**src/rtl/ultrasonic_ranger_if.sv**
```systemverilog
// Signal bundle between the ultrasonic ranger and its user: sweep control, sensor pins and the
// published per-channel results.
interface ultrasonic_ranger_if #(
  parameter int NUM_CH = 2,
  parameter int W      = 16
);
  localparam int CHW = (NUM_CH > 1) ? $clog2(NUM_CH) : 1;

  logic              start;
  logic              cont;
  logic [W-1:0]      near_thresh;
  logic [NUM_CH-1:0] echo;
  logic [NUM_CH-1:0] trigger;
  logic              busy;
  logic              valid;
  logic [CHW-1:0]    ch_id;
  logic [W-1:0]      echo_us;
  logic              timeout;
  logic [NUM_CH-1:0] near;

  modport master (
    output start, cont, near_thresh, echo,
    input  trigger, busy, valid, ch_id, echo_us, timeout, near
  );

  modport slave (
    input  start, cont, near_thresh, echo,
    output trigger, busy, valid, ch_id, echo_us, timeout, near
  );
endinterface

```
**src/rtl/ultrasonic_ranger.sv**
```systemverilog
// Multi-channel ultrasonic range controller: triggers each sensor in turn, times its echo in
// microseconds and publishes one result (with timeout and near flag) per channel.
module ultrasonic_ranger #(
  parameter int TICK_DIV   = 50,
  parameter int NUM_CH     = 2,
  parameter int TRIG_US    = 10,
  parameter int TIMEOUT_US = 30000,
  parameter int HOLDOFF_US = 60000,
  parameter int W          = 16
) (
  input logic                clk,
  input logic                rst,
  ultrasonic_ranger_if.slave bus
);
  localparam int CHW   = (NUM_CH > 1) ? $clog2(NUM_CH) : 1;
  localparam int PW    = (TICK_DIV > 1) ? $clog2(TICK_DIV) : 1;
  localparam int TMAX0 = (TRIG_US > TIMEOUT_US) ? TRIG_US : TIMEOUT_US;
  localparam int TMAX  = (TMAX0 > HOLDOFF_US) ? TMAX0 : HOLDOFF_US;
  localparam int TW    = $clog2(TMAX + 1);

  localparam logic [PW-1:0]  PRESC_LAST = PW'(TICK_DIV - 1);
  localparam logic [TW-1:0]  TRIG_LAST  = TW'(TRIG_US - 1);
  localparam logic [TW-1:0]  WAIT_LAST  = TW'(TIMEOUT_US - 1);
  localparam logic [TW-1:0]  HOLD_LAST  = TW'(HOLDOFF_US - 1);
  localparam logic [W-1:0]   MEAS_LAST  = W'(TIMEOUT_US - 1);
  localparam logic [W-1:0]   SAT        = {W{1'b1}};
  localparam logic [CHW-1:0] CH_LAST    = CHW'(NUM_CH - 1);

  typedef enum logic [2:0] {S_IDLE, S_TRIG, S_WAIT_RISE, S_MEAS, S_HOLD} state_e;

  function automatic logic [W-1:0] sat_inc(input logic [W-1:0] v);
    return (v == SAT) ? v : v + 1'b1;
  endfunction

  function automatic logic near_hit(input logic [W-1:0] us, input logic to,
                                    input logic [W-1:0] thr);
    return !to && (us < thr);
  endfunction

  state_e            state_q;
  logic [NUM_CH-1:0] sync1_q, sync2_q;
  logic [PW-1:0]     presc_q;
  logic [TW-1:0]     tcnt_q;
  logic [W-1:0]      meas_q;
  logic [CHW-1:0]    ch_q;
  logic [NUM_CH-1:0] trigger_q;
  logic              valid_q;
  logic [CHW-1:0]    ch_id_q;
  logic [W-1:0]      echo_us_q;
  logic              timeout_q;
  logic [NUM_CH-1:0] near_q;

  logic tick;
  logic echo_act;

  assign tick     = (presc_q == PRESC_LAST);
  assign echo_act = sync2_q[ch_q];

  always_ff @(posedge clk or posedge rst) begin
    if (rst) begin
      sync1_q <= '0;
      sync2_q <= '0;
    end else begin
      sync1_q <= bus.echo;
      sync2_q <= sync1_q;
    end
  end

  // Every state transition clears the prescaler and the microsecond counter.
  always_ff @(posedge clk or posedge rst) begin
    if (rst) begin
      state_q   <= S_IDLE;
      presc_q   <= '0;
      tcnt_q    <= '0;
      meas_q    <= '0;
      ch_q      <= '0;
      trigger_q <= '0;
      valid_q   <= 1'b0;
      ch_id_q   <= '0;
      echo_us_q <= '0;
      timeout_q <= 1'b0;
      near_q    <= '0;
    end else begin
      valid_q <= 1'b0;
      presc_q <= tick ? '0 : presc_q + 1'b1;
      if (tick) tcnt_q <= tcnt_q + 1'b1;
      case (state_q)
        S_IDLE: begin
          if (bus.start) begin
            state_q   <= S_TRIG;
            ch_q      <= '0;
            trigger_q <= NUM_CH'(1);
            presc_q   <= '0;
            tcnt_q    <= '0;
          end
        end
        S_TRIG: begin
          if (tick && tcnt_q == TRIG_LAST) begin
            state_q   <= S_WAIT_RISE;
            trigger_q <= '0;
            presc_q   <= '0;
            tcnt_q    <= '0;
          end
        end
        S_WAIT_RISE: begin
          if (echo_act) begin
            state_q <= S_MEAS;
            meas_q  <= '0;
            presc_q <= '0;
            tcnt_q  <= '0;
          end else if (tick && tcnt_q == WAIT_LAST) begin
            valid_q        <= 1'b1;
            ch_id_q        <= ch_q;
            echo_us_q      <= SAT;
            timeout_q      <= 1'b1;
            near_q[ch_q]   <= 1'b0;
            state_q        <= S_HOLD;
            presc_q        <= '0;
            tcnt_q         <= '0;
          end
        end
        S_MEAS: begin
          // A falling edge in the same cycle as the timeout tick still counts as a measurement.
          if (!echo_act) begin
            valid_q      <= 1'b1;
            ch_id_q      <= ch_q;
            echo_us_q    <= meas_q;
            timeout_q    <= 1'b0;
            near_q[ch_q] <= near_hit(meas_q, 1'b0, bus.near_thresh);
            state_q      <= S_HOLD;
            presc_q      <= '0;
            tcnt_q       <= '0;
          end else if (tick && meas_q == MEAS_LAST) begin
            valid_q      <= 1'b1;
            ch_id_q      <= ch_q;
            echo_us_q    <= SAT;
            timeout_q    <= 1'b1;
            near_q[ch_q] <= 1'b0;
            state_q      <= S_HOLD;
            presc_q      <= '0;
            tcnt_q       <= '0;
          end else if (tick) begin
            meas_q <= sat_inc(meas_q);
          end
        end
        S_HOLD: begin
          if (tick && tcnt_q == HOLD_LAST) begin
            presc_q <= '0;
            tcnt_q  <= '0;
            if (ch_q != CH_LAST) begin
              state_q   <= S_TRIG;
              ch_q      <= ch_q + 1'b1;
              trigger_q <= NUM_CH'(1) << (ch_q + 1'b1);
            end else if (bus.cont) begin
              state_q   <= S_TRIG;
              ch_q      <= '0;
              trigger_q <= NUM_CH'(1);
            end else begin
              state_q <= S_IDLE;
            end
          end
        end
        default: begin
          state_q   <= S_IDLE;
          trigger_q <= '0;
        end
      endcase
    end
  end

  assign bus.trigger = trigger_q;
  assign bus.busy    = (state_q != S_IDLE);
  assign bus.valid   = valid_q;
  assign bus.ch_id   = ch_id_q;
  assign bus.echo_us = echo_us_q;
  assign bus.timeout = timeout_q;
  assign bus.near    = near_q;

endmodule

```
**src/flat_wrapper.sv**
```systemverilog
// flat-port wrapper written by rule: the top's interface ports become plain ports
module ultrasonic_ranger_flat 
#(
  parameter int TICK_DIV   = 50,
  parameter int NUM_CH     = 2,
  parameter int TRIG_US    = 10,
  parameter int TIMEOUT_US = 30000,
  parameter int HOLDOFF_US = 60000,
  parameter int W          = 16
)
  (clk, rst, bus_start, bus_cont, bus_near_thresh, bus_echo, bus_trigger, bus_busy, bus_valid, bus_ch_id, bus_echo_us, bus_timeout, bus_near);
  ultrasonic_ranger_if #(.NUM_CH(NUM_CH), .W(W)) bus_i ();
  input logic clk;
  input logic rst;
  input wire logic [$bits(bus_i.start)-1:0] bus_start;
  input wire logic [$bits(bus_i.cont)-1:0] bus_cont;
  input wire logic [$bits(bus_i.near_thresh)-1:0] bus_near_thresh;
  input wire logic [$bits(bus_i.echo)-1:0] bus_echo;
  output wire logic [$bits(bus_i.trigger)-1:0] bus_trigger;
  output wire logic [$bits(bus_i.busy)-1:0] bus_busy;
  output wire logic [$bits(bus_i.valid)-1:0] bus_valid;
  output wire logic [$bits(bus_i.ch_id)-1:0] bus_ch_id;
  output wire logic [$bits(bus_i.echo_us)-1:0] bus_echo_us;
  output wire logic [$bits(bus_i.timeout)-1:0] bus_timeout;
  output wire logic [$bits(bus_i.near)-1:0] bus_near;
  assign bus_i.start = bus_start;
  assign bus_i.cont = bus_cont;
  assign bus_i.near_thresh = bus_near_thresh;
  assign bus_i.echo = bus_echo;
  assign bus_trigger = bus_i.trigger;
  assign bus_busy = bus_i.busy;
  assign bus_valid = bus_i.valid;
  assign bus_ch_id = bus_i.ch_id;
  assign bus_echo_us = bus_i.echo_us;
  assign bus_timeout = bus_i.timeout;
  assign bus_near = bus_i.near;
  ultrasonic_ranger #(.TICK_DIV(TICK_DIV), .NUM_CH(NUM_CH), .TRIG_US(TRIG_US), .TIMEOUT_US(TIMEOUT_US), .HOLDOFF_US(HOLDOFF_US), .W(W)) u_core (.clk(clk), .rst(rst), .bus(bus_i));
endmodule
```
**config.mk**
```make
export PLATFORM = sky130hd
export DESIGN_NAME = ultrasonic_ranger_flat
export DESIGN_NICKNAME = d
export VERILOG_FILES = /design/src/rtl/ultrasonic_ranger_if.sv /design/src/rtl/ultrasonic_ranger.sv /design/src/flat_wrapper.sv
export SDC_FILE = /design/constraint.sdc
export NUM_CORES = 1
export LEC_CHECK = 0
export ABC_AREA = 0
export BUFFER_PORTS_ARGS = -buffer_cell sky130_fd_sc_hd__buf_2
export CORE_ASPECT_RATIO = 0.75
export CORE_UTILIZATION = 30
export CTS_CLUSTER_DIAMETER = 30
export DETAILED_ROUTE_END_ITERATION = 7
export GPL_TIMING_DRIVEN = 1
export HOLD_SLACK_MARGIN = 0.06
export REMOVE_ABC_BUFFERS = 1
export SYNTH_ARGS = -nofsm -noshare
export SYNTH_HDL_FRONTEND = slang
export SYNTH_SLANG_ARGS = --single-unit
```
**constraint.sdc**
```tcl
create_clock -name clk -period 3.33 [get_ports clk]
set_clock_uncertainty 0.2 [all_clocks]
set_input_delay 0.4995 -clock clk [delete_from_list [all_inputs] [get_ports clk]]
set_output_delay 0.4995 -clock clk [all_outputs]
set_load 0.01 [all_outputs]
```
==> results by group, run 1 <==
Clocking
  – Clock buffer depth: 2
  – CTS tree: yes
  – Post-CTS sizing: 0
  – H-tree lvl count: 3
  – Inserted Clock Buffers: 9
  – Later-pin clock latency in the skew report: 330 ps
  – Clk slew on worst S/H paths: 50 ps
  – Post-CTS Hold Fix Bufs: 1
  – Post-CTS setup buffers: 0
  – CTS Root Cell: clkbuf_16
  – Total clock sinks: 69

Placed design
  – Final GP Congestion: 0.8447
  – Detailed Place HPWL: approximately 6400 um
  – Number of buffers added on ports: 45

Setup path
  – Worst r2r dst: u_core.tcnt_q[15]
  – Cell family with most CP delay: simple AND/OR/NAND/NOR gates
  – Reg-to-Reg Start: u_core.tcnt_q[0]
  – Worst Reg2Reg Path Length in Cells: 7
  – Crit-path cells: ha_1, and3_1, nand4_1, o41ai_2, o22ai_2, nor3_4, nor2_1
  – Largest fanout on the critical path: 16
  – R2R setup slack: 610 ps
  – CP Class: reg -> reg
  – Critical Path Stages: 7
  – Buf+Inv Stages, Crit Path: 0
  – Slowest stage delay, CP: 550 ps
  – Kind of end point of the critical path: flip-flop
  – CP startpoint kind: flip-flop
  – End of the critical path: u_core.tcnt_q[15]
  – Crit path launch: u_core.tcnt_q[0]
  – Slowest CP cell: nor3_4
  – Crit path DAT: 2710 ps
  – Worst path required time: 3320 ps

Detailed routing
  – Initial DRC Count: between 200 and 250
  – First-pass DRT Iterations: 4
  – DRC Markers: 0
  – DRT Wirelength: between 8000 and 9000 um
  – Vias: around 2900
  – WL/cell: 14.13 um
  – Via density: 4.949
  – Antenna viol nets, final: 0

Die
  – Die Y: roughly 99 um
  – Die area: 12930 um^2
  – I/O pins: 46
  – CORE AREA: 11870 um^2
  – Row count: 34
  – Die Width: 131.0 um
  – Starting Density: between 30% and 40%

GRT
  – Vias in the first global route: 2863
  – Largest net degree at the start of global routing: 39
  – Global route total overflow: 0
  – Wire length of the first global-routing pass: 13870 um
  – GRT Util Overall: 14.08%
  – Initial antenna violation count: 0

Power and ir drop
  – Maximum vdd ir drop: 0.3459 mV
  – PnR Total Power: between 3 and 4 mW
  – PD cells: 671.7 nW/um^2
  – Leakage: roughly 2.0 nW

Synth
  – Mapped Area: between 3000 and 4000 um^2
  – Seq cells post-synth: 69
  – Synth Area in Simple Gates: between 20 and 25%
  – Post-synthesis mux area share: 0.6016%
  – Synth cell types: 59
  – Synth Area per Inst: 9.878 um^2
  – Predominant post-synthesis flop cell: dfrtp_1
  – Register area share after synthesis: 46.12%
  – Largest family of logic cells by synthesized area: simple AND/OR/NAND/NOR gates
  – Post-Syn Instances: around 380
  – Yosys warns: 0
  – Post-synthesis adder-cell area fraction: 6.684%
  – Synth Area in XOR/XNOR: about 7.5%
  – Post-synth ARST share: 100.0%
  – Compound-Gate Fraction of Synth Area: 12.20%
  – EDFF count, synth: 0

Final layout
  – Share of cells above drive strength 1: 17.82%
  – Final core utilization: ~38%
  – Layout area overhead: 19.35%
  – Final Net Count: 469
  – Antenna cells: 0

STA
  – RSZ-0062 raised after global routing: no
  – Rel. slew slack: 44.87%
  – Setup violators final: 0
  – Final min period: around 2700 ps
  – Final Hold Vio Count: 0
  – Fmax: 367.5 MHz
  – Final Max Slew Viols: 0
  – Worst-Margin Slew: 825.7 ps
  – Setup TNS Final: 0 ps
  – Hold Worst Slack: 72.53 ps
  – Period utilization: 81.71%

Flow run
  – Max Cap Viol: 0

Hold path
  – Min-Delay Path Depth: 1
  – Hold WC Path Type: in -> reg

Outcome
  – Status: complete, no violations
-- worst min path at each step --
stage	startpoint	to	slack, ps
CTS	bus_echo[1]	u_core.sync1_q[1]	60
floorplan	u_core.sync1_q[0]	u_core.sync2_q[0]	130
finish	bus_echo[1]	u_core.sync1_q[1]	70
detailed placement	u_core.sync1_q[1]	u_core.sync2_q[1]	130
global placement	u_core.sync1_q[0]	u_core.sync2_q[0]	140
global route	bus_echo[1]	u_core.sync1_q[1]	60
-- sequential cells by signal (all words and copies together), names as in the netlist, 2 cells and up --
name and count:
u_core.meas_q 16, u_core.bus.near 2, u_core.presc_q 6, u_core.state_q 3
u_core.bus.echo_us 16, u_core.bus.trigger 2, u_core.sync1_q 2, u_core.sync2_q 2
u_core.tcnt_q 16
-- metal layers --
metal / share of wire (%) / routed length (um) / GRT usage [%]
met1: 51 / 4260 / 19.39
met2: 43 / 3580 / 21.20
met3: 5.2 / 440 / 4.017
met4: 1.4 / 114 / 4.509
met5: 0 / 0 / 0
-- cell usage in the layout, fill, tap and decap left out, types with 5 or more instances in the layout --
master     synthesis  final
and3_1             5      5
inv_1             27     26
a21oi_1            7      7
nor2b_1            5      5
nor2_1            50     50
nand2_1           23     23
nor4_1             7      7
buf_2              6     45
o21ai_0            7      7
nand3_1           12     12
clkbuf_16          0      9
xor2_1            13     13
nand4_1           14     14
dfrtp_1           69     69
o22a_1            16     16
xnor2_1           19     19
nor3_1            14     14
ha_1              20     20
-- Yosys cell counts, types with 12 or more instances --
cell type | n | area (um^2)
dfrtp_1 | 69 | 1727
xor2_1 | 13 | 113.9
ha_1 | 20 | 250.2
xnor2_1 | 19 | 166.4
nand3_1 | 12 | 60.06
nand4_1 | 14 | 87.58
nand2_1 | 23 | 86.33
nor2_1 | 50 | 187.7
inv_1 | 27 | 101.4
o22a_1 | 16 | 140.1
nor3_1 | 14 | 70.07
-- per-stage QoR --
stage	instances	instance area (um^2)	setup WS, ps
after detailed placement	577	4154	579.1
after CTS	594	4468	547.2
after global routing	594	4468	269.4
final	594	4468	609.1
after global placement	577	4154	625.7
after floorplan	366	3684	890.6
-- where the power goes --
part	internal [mW]	switching, mW
sequential	1.02	0.154
clock	0.620	0.337
combinational	0.374	0.497
-- layout make-up --
cell class | instances | area [um^2]
Fill cell | 1198 | 7401
Multi-Input combinational cell | 270 | 1856
Sequential cell | 69 | 1727
Timing Repair Buffer | 50 | 277.8
Clock buffer | 13 | 260.3
Tap cell | 162 | 202.7
Inverter | 27 | 101.3
Clock inverter | 3 | 43.79
-- cell families (layout without fill, tap and decap cells) --
| kind of cell | Yosys count | in the layout |
|---|---|---|
| fa+ha+maj | 20 | 20 |
| flops | 69 | 69 |
| mux | 2 | 2 |
| xor+xnor | 32 | 32 |
| simple gates | 157 | 157 |
| buf+inv | 40 | 93 |
| compound gates | 59 | 59 |
Power figures use the tool's default switching activity.
==> run 2: changes to the inputs <==
- clock period: 3.33 -> 2.6 ns (I/O delays scaled with it)
==> results by group, run 2 (same netlist as run 1, synthesis figures left out) <==
Outcome
  – Status: complete, no violations

Final layout
  – Most common cell after layout, fill and taps aside: dfrtp_1
  – FILL cells: 1163
  – Sequential Area: ~1700 um^2
  – Final Instance Count excl. Fillers: 617
  – Antenna cells: 0
  – Share of cells above drive strength 1: 22.20%
  – Final Net Count: about 490
  – Commonest cells after routing, fill and taps aside: 69 x dfrtp_1, 50 x nor2_1, 45 x buf_2, 26 x inv_1
  – Multi-input logic area: ~1900 um^2
  – Layout area overhead: 24.97%

Setup path
  – End of the critical path: u_core.bus.trigger[0]
  – R2R setup slack: ~170 ps
  – Buf+Inv Stages, Crit Path: 0
  – Slowest stage delay, CP: 590 ps
  – Critical Path Stages: 5
  – Crit path DAT: approximately 2500 ps
  – Crit path launch: u_core.tcnt_q[8]
  – Worst r2r dst: u_core.bus.trigger[0]
  – Kind of end point of the critical path: flip-flop
  – Crit-path cells: or4_4, nor4_4, o22ai_2, a311o_1, a21o_1
  – Worst path required time: 2630 ps
  – Cell family with most CP delay: simple AND/OR/NAND/NOR gates
  – Worst Reg2Reg Path Length in Cells: 5
  – Reg-to-Reg Start: u_core.tcnt_q[8]
  – CP Class: reg -> reg
  – CP startpoint kind: flip-flop
  – Slowest CP cell: or4_4
  – Largest fanout on the critical path: 6

Placed design
  – Detailed Place HPWL: around 6500 um
  – Final GP Congestion: around 0.86
  – Number of buffers added on ports: 45
  – Placed Instances: 598
  – Worst slack at placement: around 100 ps

Power and ir drop
  – Internal power: between 2 and 3 mW
  – Combinational fraction of design power: between 30% and 40%
  – Clock power frac: 32.4%
  – PD cells: 866.1 nW/um^2
  – Leakage: 2.105 nW
  – Net Sw Power: 1.323 mW
  – Switching power share of the total: 32.64%
  – PnR Total Power: just over 4 mW
  – Sequential Power Share: 35.7%
  – Maximum vdd ir drop: 0.4452 mV

Hold path
  – Hold WC Path Type: reg -> reg

GRT
  – Largest net degree at the start of global routing: 45
  – Global route total overflow: 0
  – Wire length of the first global-routing pass: 14640 um
  – GRT Util Overall: 14.75%
  – Initial antenna violation count: 0
  – Vias in the first global route: 2954

Detailed routing
  – DRC Markers: 0
  – Vias: 3026
  – DRT Wirelength: around 8900 um
  – First-pass DRT Iterations: 4
  – Antenna viol nets, final: 0
  – Initial DRC Count: 185
  – Via density: 4.904
  – WL/cell: 14.38 um

STA
  – Worst-Margin Slew: 615.3 ps
  – Final Max Slew Viols: 0
  – Hold Worst Slack: 148.6 ps
  – Rel. slew slack: 58.92%
  – Setup TNS Final: 0 ps
  – Period utilization: 93.50%
  – Final min period: 2431 ps
  – Fmax: 411.4 MHz
  – Final Hold Vio Count: 0
  – PnR worst setup slack: 169.0 ps
  – Setup violators final: 0
  – RSZ-0062 raised after global routing: no

Clocking
  – Inserted Clock Buffers: 9
  – Later-pin clock latency in the skew report: 340 ps
  – Clk slew on worst S/H paths: around 60 ps
  – Post-CTS setup buffers: 0
  – CTS tree: yes
  – Total clock sinks: 69
  – H-tree lvl count: 3
  – Clock buffer depth: 2
  – CTS Root Cell: clkbuf_16

Die
  – I/O pins: 46
  – Die area: 12930 um^2
  – Starting Density: 31.54%
  – Die Width: 131.0 um
  – Die Y: slightly below 100 um
  – CORE AREA: 11870 um^2
  – Row count: 34

Flow run
  – Max Cap Viol: 0
-- run 2: area by class of cell --
class                   instances  share of cell area [%]
clock buffers                  10                   4.894
clock inverters                 6                   1.872
inverters                      27                   2.166
multi-input cells             270                   39.82
flip-flops and latches         69                   36.91
well taps                     162                   4.333
repair buffers                 73                   10.00
-- run 2: per-layer routing --
layer / vias up / routed length [um] / global-route usage, %
li1: 1492 / - / -
met1: 1460 / 4494 / 20.92
met2: 63 / 3782 / 21.73
met3: 11 / 487 / 3.800
met4: 0 / 108 / 4.863
met5: - / 0 / 0
-- run 2: power by group through the flow --
stage	logic (mW)	clock network, mW	registers, mW
3_3_place_gp	1.27	0	1.46
4_1_cts	1.31	1.34	1.45
5_1_grt	1.43	1.40	1.48
3_5_place_dp	1.30	0	1.47
6_report	1.29	1.31	1.45
2_1_floorplan	0.652	0	1.56
-- run 2: worst min path at each step --
stage                           start           endpoint  slack, ps  depth (start not counted)
finish              u_core.sync1_q[1]  u_core.sync2_q[1]        150                          0
global route        u_core.sync1_q[1]  u_core.sync2_q[1]        160                          0
CTS                 u_core.sync1_q[1]  u_core.sync2_q[1]        150                          0
detailed placement  u_core.sync1_q[1]  u_core.sync2_q[1]        140                          0
global placement    u_core.sync1_q[1]  u_core.sync2_q[1]        140                          0
floorplan           u_core.sync1_q[0]  u_core.sync2_q[0]        130                          0
-- run 2: metrics by stage --
stage | cell area (um^2) | utilization (%)
3_3_place_gp | 4324 | 36.43
5_1_grt | 4678 | 39.42
4_1_cts | 4671 | 39.35
6_report | 4678 | 39.42
3_5_place_dp | 4324 | 36.43
2_1_floorplan | 3684 | -
-- run 2: repair_timing --
action                                  4_1_cts  5_1_grt
endpoints found under the hold margin        27        0
hold buffers                                  3        0
resized for setup                             0        2
endpoints found under the setup margin        0        3
-- run 2: worst reg2reg max path: stages (launching register included) --
cell and delay [ps]:
dfrtp_1 440, or4_4 590, nor4_4 320, o22ai_2 200, a311o_1 380, a21o_1 190
==> run 3: changes to the inputs <==
==> constraint.sdc (replaced) <==
create_clock -name clk -period 2.6 [get_ports clk]
set_clock_uncertainty 0.2 [all_clocks]
set_input_delay 0.26 -clock clk [delete_from_list [all_inputs] [get_ports clk]]
set_output_delay 0.26 -clock clk [all_outputs]
set_load 0.01 [all_outputs]
==> results by group, run 3 (same netlist as run 1, synthesis figures left out) <==
Outcome
  – Status: complete, no violations

Power and ir drop
  – Clock power frac: 32.6%
  – Switching power share of the total: approximately a third
  – Leakage: between 2 and 2.5 nW
  – Maximum vdd ir drop: 0.3687 mV
  – Combinational fraction of design power: 31.9%
  – Internal power: 2.758 mW
  – PD cells: between 800 and 900 nW/um^2
  – Sequential Power Share: ~36%
  – Net Sw Power: 1.326 mW

Setup path
  – Slowest stage delay, CP: 430 ps
  – Worst r2r dst: u_core.bus.trigger[1]
  – Worst path required time: 2620 ps
  – Kind of end point of the critical path: flip-flop
  – Crit-path cells: and4bb_2, nand2_1, nor4_1, o22ai_2, a311o_1, a21o_1
  – Cell family with most CP delay: simple AND/OR/NAND/NOR gates
  – Largest fanout on the critical path: 6
  – CP Class: reg -> reg
  – Crit path DAT: roughly 2500 ps
  – R2R setup slack: ~120 ps
  – Buf+Inv Stages, Crit Path: 0
  – Slowest CP cell: dfrtp_1
  – Reg-to-Reg Start: u_core.presc_q[3]
  – Critical Path Stages: 6
  – CP startpoint kind: flip-flop
  – Worst Reg2Reg Path Length in Cells: 6

Clocking
  – CTS Root Cell: clkbuf_16
  – Later-pin clock latency in the skew report: 330 ps
  – CTS tree: yes
  – Inserted Clock Buffers: 9
  – Post-CTS setup buffers: 0
  – Clk slew on worst S/H paths: 60 ps
  – Total clock sinks: 69
  – Clock buffer depth: 2
  – H-tree lvl count: 3

Detailed routing
  – Via density: 4.905
  – First-pass DRT Iterations: 4
  – Vias: 3031
  – DRC Markers: 0
  – WL/cell: 14.51 um
  – DRT Wirelength: 8967 um
  – Initial DRC Count: around 140
  – Antenna viol nets, final: 0

Flow run
  – Max Cap Viol: 0

Final layout
  – Sequential Area: approximately 1700 um^2
  – Final Net Count: 493
  – Most common cell after layout, fill and taps aside: dfrtp_1
  – Commonest cells after routing, fill and taps aside: 69 x dfrtp_1, 50 x nor2_1, 45 x buf_2, 26 x inv_1, 24 x buf_4
  – Antenna cells: 0
  – FILL cells: 1172
  – Share of cells above drive strength 1: 22.37%
  – Multi-input logic area: 1868 um^2
  – Layout area overhead: 25.53%

Placed design
  – Detailed Place HPWL: 6562 um
  – Worst slack at placement: approximately 130 ps
  – Final GP Congestion: between 0.8 and 0.9
  – Number of buffers added on ports: 45

STA
  – Period utilization: 95.50%
  – Setup TNS Final: 0 ps
  – Setup violators final: 0
  – Rel. slew slack: 59.04%
  – Fmax: 402.8 MHz
  – Final Hold Vio Count: 0
  – Worst-Margin Slew: 613.5 ps
  – PnR worst setup slack: 117.1 ps
  – Final min period: 2483 ps
  – Final Max Slew Viols: 0
  – RSZ-0062 raised after global routing: no

GRT
  – Initial antenna violation count: 0
  – Vias in the first global route: 2963
  – Wire length of the first global-routing pass: 14710 um
  – Largest net degree at the start of global routing: 44
  – Global route total overflow: 0
  – GRT Util Overall: 14.90%

Die
  – CORE AREA: 11870 um^2
  – Die Y: 98.74 um
  – I/O pins: 46
  – Die area: 12930 um^2
  – Starting Density: 31.54%
  – Die Width: 131.0 um
  – Row count: 34

Hold path
  – Hold wc startpoint: u_core.sync1_q[0]
  – Hold endpoint: u_core.sync2_q[0]
  – Hold WC Path Type: reg -> reg
  – Min-Delay Path Depth: 0
-- run 3: repair_timing --
item                                    CTS  global route
resized for setup                         0             2
endpoints found under the hold margin    28             0
hold buffers                              3             0
endpoints found under the setup margin    0            25
-- run 3: cell type report --
cell class                 count  area share, %
multi-input combinational    270          39.75
sequential                    69          36.74
timing repair buffer          74          10.12
clock buffer                  10          5.085
tap                          162          4.313
inverter                      27          2.157
clock inverter                 6          1.837
-- run 3: per-stage QoR --
stage | power, mW | utilization (%) | instance area, um^2 | std cells | hold WS [ps]
global placement | 2.732 | 36.50 | 4332 | 599 | 135.3
finish | 4.084 | 39.60 | 4700 | 618 | 145.7
detailed placement | 2.771 | 36.50 | 4332 | 599 | 136.3
floorplan | 2.215 | - | 3684 | 366 | 91.43
global route | 4.333 | 39.60 | 4700 | 618 | 154.6
CTS | 4.129 | 39.49 | 4687 | 618 | 146.5
-- run 3: worst max-delay path by stage --
stage	from	endpoint
CTS	u_core.presc_q[3]	u_core.bus.trigger[1]
floorplan	u_core.ch_q	u_core.meas_q[15]
global placement	u_core.presc_q[3]	u_core.bus.trigger[1]
global route	u_core.presc_q[1]	u_core.bus.trigger[0]
detailed placement	u_core.presc_q[1]	u_core.bus.trigger[1]
finish	u_core.presc_q[3]	u_core.bus.trigger[1]
-- run 3: power groups by stage --
| stage | clock (mW) | sequential [mW] | combinational, mW |
|---|---|---|---|
| after floorplan | 0 | 1.56 | 0.652 |
| after global placement | 0 | 1.46 | 1.27 |
| after detailed placement | 0 | 1.47 | 1.30 |
| after CTS | 1.36 | 1.45 | 1.31 |
| after global routing | 1.42 | 1.48 | 1.44 |
| final | 1.33 | 1.45 | 1.30 |
-- run 3: metal layers --
metal	track usage, %	vias up	wire [um]
met4	4.244	0	80
met1	21.07	1474	4463
li1	-	1484	-
met5	0	-	0
met3	4.126	6	462
met2	22.14	67	3960
-- run 3: worst register-to-register path, stage by stage (launching register included) --
cell and delay, ps:
dfrtp_1 430, and4bb_2 420, nand2_1 170, nor4_1 390, o22ai_2 200, a311o_1 380
a21o_1 190
